===== config.mk =====
export PLATFORM = sky130hd
export DESIGN_NAME = encoder_position_tracker
export DESIGN_NICKNAME = d
export VERILOG_FILES = /design/src/rtl/encoder_position_tracker.sv
export SDC_FILE = /design/constraint.sdc
export NUM_CORES = 1
export LEC_CHECK = 0
export CAP_MARGIN = 5
export CORE_AREA = 10 10 97 99
export DETAILED_ROUTE_END_ITERATION = 10
export DIE_AREA = 0 0 107 109
export PLACE_DENSITY_LB_ADDON = 0.15
export SETUP_SLACK_MARGIN = 0.2
export SLEW_MARGIN = 0
export SYNTH_ARGS = -nofsm -noshare
export SYNTH_HDL_FRONTEND = slang
export SYNTH_SLANG_ARGS = --single-unit

===== constraint.sdc =====
create_clock -name clk -period 2.3 [get_ports clk]
set_input_delay 0.23 -clock clk [delete_from_list [all_inputs] [get_ports clk]]
set_output_delay 0.23 -clock clk [all_outputs]
set_load 0.005 [all_outputs]

===== src/rtl/encoder_position_tracker.sv =====
// Position/velocity tracker fed by a quadrature decoder's per-clock dir code.
// Latency: one register stage; dir sampled at an edge is reflected after that edge.
// No backpressure: a dir code is consumed every cycle.
module encoder_position_tracker #(
  parameter int POS_WIDTH     = 16,
  parameter int VEL_WIDTH     = 12,
  parameter int WINDOW_CYCLES = 1000,
  parameter bit SATURATE      = 1'b1
) (
  input  logic                        clk,
  input  logic                        rst_n,
  input  logic [1:0]                  dir,
  input  logic                        clear,
  input  logic                        load,
  input  logic signed [POS_WIDTH-1:0] load_value,
  output logic signed [POS_WIDTH-1:0] position,
  output logic signed [VEL_WIDTH-1:0] velocity,
  output logic                        vel_valid,
  output logic [1:0]                  last_dir,
  output logic                        moving,
  output logic                        sat_flag,
  output logic                        dir_err
);

  localparam int CW = $clog2(WINDOW_CYCLES);
  localparam logic [CW-1:0] WIN_LAST = CW'(WINDOW_CYCLES - 1);
  localparam logic signed [POS_WIDTH-1:0] POS_MAX = {1'b0, {(POS_WIDTH-1){1'b1}}};
  localparam logic signed [POS_WIDTH-1:0] POS_MIN = {1'b1, {(POS_WIDTH-1){1'b0}}};
  localparam logic signed [VEL_WIDTH-1:0] VEL_MAX = {1'b0, {(VEL_WIDTH-1){1'b1}}};
  localparam logic signed [VEL_WIDTH-1:0] VEL_MIN = {1'b1, {(VEL_WIDTH-1){1'b0}}};

  logic                        step_up;
  logic                        step_dn;
  logic                        win_end;
  logic [CW-1:0]               win_cnt;
  logic signed [VEL_WIDTH-1:0] acc;
  logic signed [VEL_WIDTH-1:0] acc_sum;
  logic signed [POS_WIDTH-1:0] pos_step;
  logic                        pos_clamp;

  assign step_up = (dir == 2'b01);
  assign step_dn = (dir == 2'b10);
  assign win_end = (win_cnt == WIN_LAST);

  // Next position from the step alone, clamping or wrapping at the limits.
  always_comb begin
    pos_step  = position;
    pos_clamp = 1'b0;
    if (step_up) begin
      if (SATURATE && position == POS_MAX) pos_clamp = 1'b1;
      else                                 pos_step  = position + POS_WIDTH'(1);
    end else if (step_dn) begin
      if (SATURATE && position == POS_MIN) pos_clamp = 1'b1;
      else                                 pos_step  = position - POS_WIDTH'(1);
    end
  end

  // Window accumulator plus this cycle's step, held at the signed limits.
  always_comb begin
    acc_sum = acc;
    if (step_up && acc != VEL_MAX)      acc_sum = acc + VEL_WIDTH'(1);
    else if (step_dn && acc != VEL_MIN) acc_sum = acc - VEL_WIDTH'(1);
  end

  // Position register: clear beats load, load beats the step.
  always_ff @(posedge clk or negedge rst_n) begin
    if (!rst_n)     position <= '0;
    else if (clear) position <= '0;
    else if (load)  position <= load_value;
    else            position <= pos_step;
  end

  // Sticky flags and last legal direction; a clamp under load never happened.
  always_ff @(posedge clk or negedge rst_n) begin
    if (!rst_n) begin
      sat_flag <= 1'b0;
      dir_err  <= 1'b0;
      last_dir <= 2'b00;
    end else if (clear) begin
      sat_flag <= 1'b0;
      dir_err  <= 1'b0;
      last_dir <= 2'b00;
    end else begin
      if (!load && pos_clamp)  sat_flag <= 1'b1;
      if (dir == 2'b11)        dir_err  <= 1'b1;
      if (step_up || step_dn)  last_dir <= dir;
    end
  end

  // Free-running velocity window; publishes net steps on the window's last cycle.
  always_ff @(posedge clk or negedge rst_n) begin
    if (!rst_n) begin
      win_cnt   <= '0;
      acc       <= '0;
      velocity  <= '0;
      vel_valid <= 1'b0;
      moving    <= 1'b0;
    end else if (clear) begin
      win_cnt   <= '0;
      acc       <= '0;
      velocity  <= '0;
      vel_valid <= 1'b0;
      moving    <= 1'b0;
    end else begin
      vel_valid <= win_end;
      if (win_end) begin
        win_cnt  <= '0;
        acc      <= '0;
        velocity <= acc_sum;
        moving   <= (acc_sum != '0);
      end else begin
        win_cnt  <= win_cnt + CW'(1);
        acc      <= acc_sum;
      end
    end
  end

endmodule

==> metrics.md <==
| Metric | Value |
|---|---|
| Combinational power share | 0.520 |
| Post-synth top flop | dfrtp_1 |
| Overflow left after global routing | 0 |
| Post-Synth Adder-Cell Area | 0.0833 |
| Arr. time, crit path | 2960 ps |
| Yosys warns | 0 |
| Diode count | 0 |
| Final WL | 12.1 mm |
| Synth Instances | 390 |
| Post-layout net count | 623 |
| Buffers & Inverters on Critical Path | 1 |
| Syn-to-layout area delta | 68.3% |
| Commonest non-fill, non-tap cell in the layout | buf_4 |
| CP max FO | 3 |
| Psw | 1280 uW |
| Worst R2R Start | acc[5]$_DFF_PN0_ |
| Fmax | 362 MHz |
| Vias in the first global route | 3,946 |
| Int Pwr | 2300 uW |
| Clock transition at path regs | 110 ps |
| CTS Root Cell | clkbuf_8 |
| Top delay family on crit path | simple AND/OR/NAND/NOR gates |
| Syn nets | 435 |
| Power density cells | 599 nW/um2 |
| Worst VDD drop | 0.000400 V |
| Share of cells above drive strength 1 | 0.425 |
| Clock Path Buffers | 2 |
| Pwr Total | 3580 uW |
| Initial DRC count | 113 |
| Worst Skew | 6.06 ps |
| Flops & latches, synth | 56 |
| Synth Area in Compound Gates | 0.143 |
| Delay of the slowest critical-path stage | 590 ps |
| Critical Path RT | 2500 ps |
| Setup Viol. Count Final | 29 |
| Row Count | 32 |
| Hpwl dp | 7.97 mm |
| Critical path type | flop to flop |
| Hold WC Path Type | input pin to async pin |
| Initial antenna violation count | 0 |
| Port bufs | 55 |
| Sequential Power Share | 0.319 |
| PnR worst setup slack | -462 ps |
| Die span in x | 107 um |
| Minimum clock period after layout | 2760 ps |
| Clock power frac | 0.161 |
| R2r setup slk | -460 ps |
| DRT Pass-1 Iters | 4 |
| XOR/XNOR Fraction of Synth Area | 0.0787 |
| Post-Syn Area per Cell | 9.09 um2 |
| First-pass GRT wire length | 19.1 mm |
| Fill count | 479 |
| H-Tree Level Count | 2 |
| Final period utilization | 1.20 |
| Failing checks | negative setup slack |
| Vias | 3,770 |
| Core ar. | 7530 um2 |
| Startpoint Class | flop |
| Placer Congestion | 0.852 |
| Die Ht | 109 um |
| Pleak | 0.00282 uW |
| Sequential fraction of the synthesis area | 0.395 |
| Cells traversed along the worst timing path | or4_4, o31ai_4, buf_4, o21ai_1, mux2i_1, a21oi_2, or3_1, nor4_2, and4b_1, a221oi_2 |
| FFs w/ async S/R, synth | 1.00 |
| Setup tns final | -3880 ps |
| CTS buffer count | 5 |
| Mux share of post-synthesis cell area | 0.0395 |
| Pins over their slew limit | 0 |
| Total GRT Usage | 0.200 |
| Status | finished, violations left |
| Clk sinks | 56 |
| Max-slew headroom | 0.720 |
| Largest net degree at the start of global routing | 32 |
| Worst-Margin Slew | 420 ps |
| WL/cell | 17.7 um |
| Simple-Gate Fraction of Synth Area | 0.230 |
| Antenna-violating nets left | 0 |
| Largest family of logic cells by synthesized area | simple AND/OR/NAND/NOR gates |
| Distinct cells, synth | 56 |
| DR DRC count | 0 |
| R2r endpoint | moving$_DFFE_PN0P_ |
| Final core occ | 0.793 |
| Vias per cell | 5.54 |
| CTS tree | yes |
| Fin. Hold Viols | 0 |
| Crit-path slowest cell | or4_4 |
| RSZ-0062 raised after global routing | yes |
| Initial Util | 0.471 |
| Die area | 11,700 um2 |
| Post-synth EDFFs | 0 |
| Worst r2r path cells | 10 |
| # IOs | 56 |
| Commonest cells after routing, fill and taps aside | 125 x buf_4, 54 x dfrtp_1, 52 x clkdlybuf4s50_1 |
| Mapped cell area | 3540 um2 |
| Worst Setup End Kind | flop |
| DP Worst Slack | -767 ps |
| Net switching fraction of the power | 0.358 |
| Max-cap violations | 0 |
| Worst-Skew Late Latency | 320 ps |
## power groups by stage
stage               sequential [uW]  clock (uW)  combinational, uW
floorplan                      1170           0                763
global placement               1150           0               1460
detailed placement             1150           0               1490
CTS                            1140         585               1700
global route                   1150         622               2000
finish                         1140         577               1860
## layer usage
| layer | global-route usage | wire [um] | up-vias |
|---|---|---|---|
| met1 | 0.246 | 4980 | 1875 |
| li1 | - | - | 1775 |
| met3 | 0.0372 | 555 | 19 |
| met4 | 0.0484 | 204 | 0 |
| met2 | 0.356 | 6310 | 101 |
| met5 | 0 | 0 | - |
## flip-flops by register name, summed over array words and instances (netlist names)
| register | flops |
|---|---|
| dir_err | 1 |
| win_cnt | 10 |
| velocity | 12 |
| acc | 12 |
| last_dir | 2 |
| vel_valid | 1 |
| sat_flag | 1 |
| position | 16 |
| moving | 1 |
## area by class of cell
type | instances | area, um2 | area share
Clock buffer | 5 | 68.8 | 0.0115
Clock inverter | 3 | 21.3 | 0.00356
Inverter | 11 | 72.6 | 0.0122
Multi-Input combinational cell | 308 | 2580 | 0.433
Sequential cell | 56 | 1400 | 0.235
Tap cell | 102 | 128 | 0.0214
Timing Repair Buffer | 196 | 1690 | 0.283
## worst reg2reg max path, cell delays in order (launching register included)
cell and delay [ps]:
dfrtp_1 420, or4_4 590, o31ai_4 310, buf_4 170
o21ai_1 50, mux2i_1 170, a21oi_2 80, or3_1 340
nor4_2 180, and4b_1 270, a221oi_2 70
## cell families (layout without fill, tap and decap cells)
logic type	count (synthesis)	in the layout
adder cells (fa/ha/maj)	23	23
buffers and inverters	26	215
XOR/XNOR	31	31
AND/OR/NAND/NOR	165	165
multiplexers	14	14
flip-flops	56	56
AO/OA/AOI/OAI	75	75
## per-stage QoR
| stage | instances | hold slack [ps] | instance area (um2) |
|---|---|---|---|
| final | 681 | 361 | 5970 |
| after global routing | 681 | 382 | 5970 |
| after CTS | 672 | 366 | 5690 |
| after detailed placement | 638 | 182 | 5140 |
| after global placement | 638 | 177 | 5140 |
| after floorplan | 390 | -65.6 | 3760 |
## repair_timing
| item | in CTS | in global routing |
|---|---|---|
| pin swaps | 35 | 36 |
| endpoints found under the setup margin | 40 | 42 |
| hold buffers | 1 | 0 |
| gates resized for setup | 75 | 40 |
| hold endpoints to repair | 14 | 0 |
| cloned | 3 | 0 |
| buffers inserted | 22 | 9 |
## cells in the mapped netlist (2+ instances only)
cell      count  area [um2]
nand4_1       7        43.8
nor3_1        9        45.0
nand2_1      36         135
or2_2         2        12.5
o31ai_1       8        60.1
nor4_1        4        25.0
a31oi_1       3        18.8
a22o_1        5        43.8
o21ai_0      10        50.1
xor2_1       14         123
a211oi_1      2        15.0
nand3_1      13        65.1
ha_1         22         275
a21oi_1      23         115
or3_1         4        25.0
or4_1         2        15.0
xnor2_1      16         140
nor2b_1      12        75.1
a32oi_1       3        26.3
mux2i_1      14         140
dfrtp_1      56        1400
inv_1        11        41.3
nor4b_1       2        17.5
buf_1         2        7.51
nor2_1       55         206
nand4b_1      2        17.5
clkbuf_1     11        41.3
nand3b_1      2        15.0
and3_1        8        50.1
o41ai_1       2        17.5
a21o_1        4        30.0
o21ai_1       2        10.0
## worst max-delay path by stage
stage / cells past startpoint / endpoint / slack (ps) / start
4_1_cts: 8 / moving$_DFFE_PN0P_ / -310 / acc[5]$_DFF_PN0_
3_5_place_dp: 14 / position[14]$_DFFE_PN0P_ / -770 / dir[1]
6_report: 10 / moving$_DFFE_PN0P_ / -460 / acc[5]$_DFF_PN0_
5_1_grt: 10 / moving$_DFFE_PN0P_ / -560 / acc[5]$_DFF_PN0_
2_1_floorplan: 8 / moving$_DFFE_PN0P_ / -160 / acc[3]$_DFF_PN0_
3_3_place_gp: 14 / position[14]$_DFFE_PN0P_ / -730 / dir[1]
(Power assumes the default switching activity.)
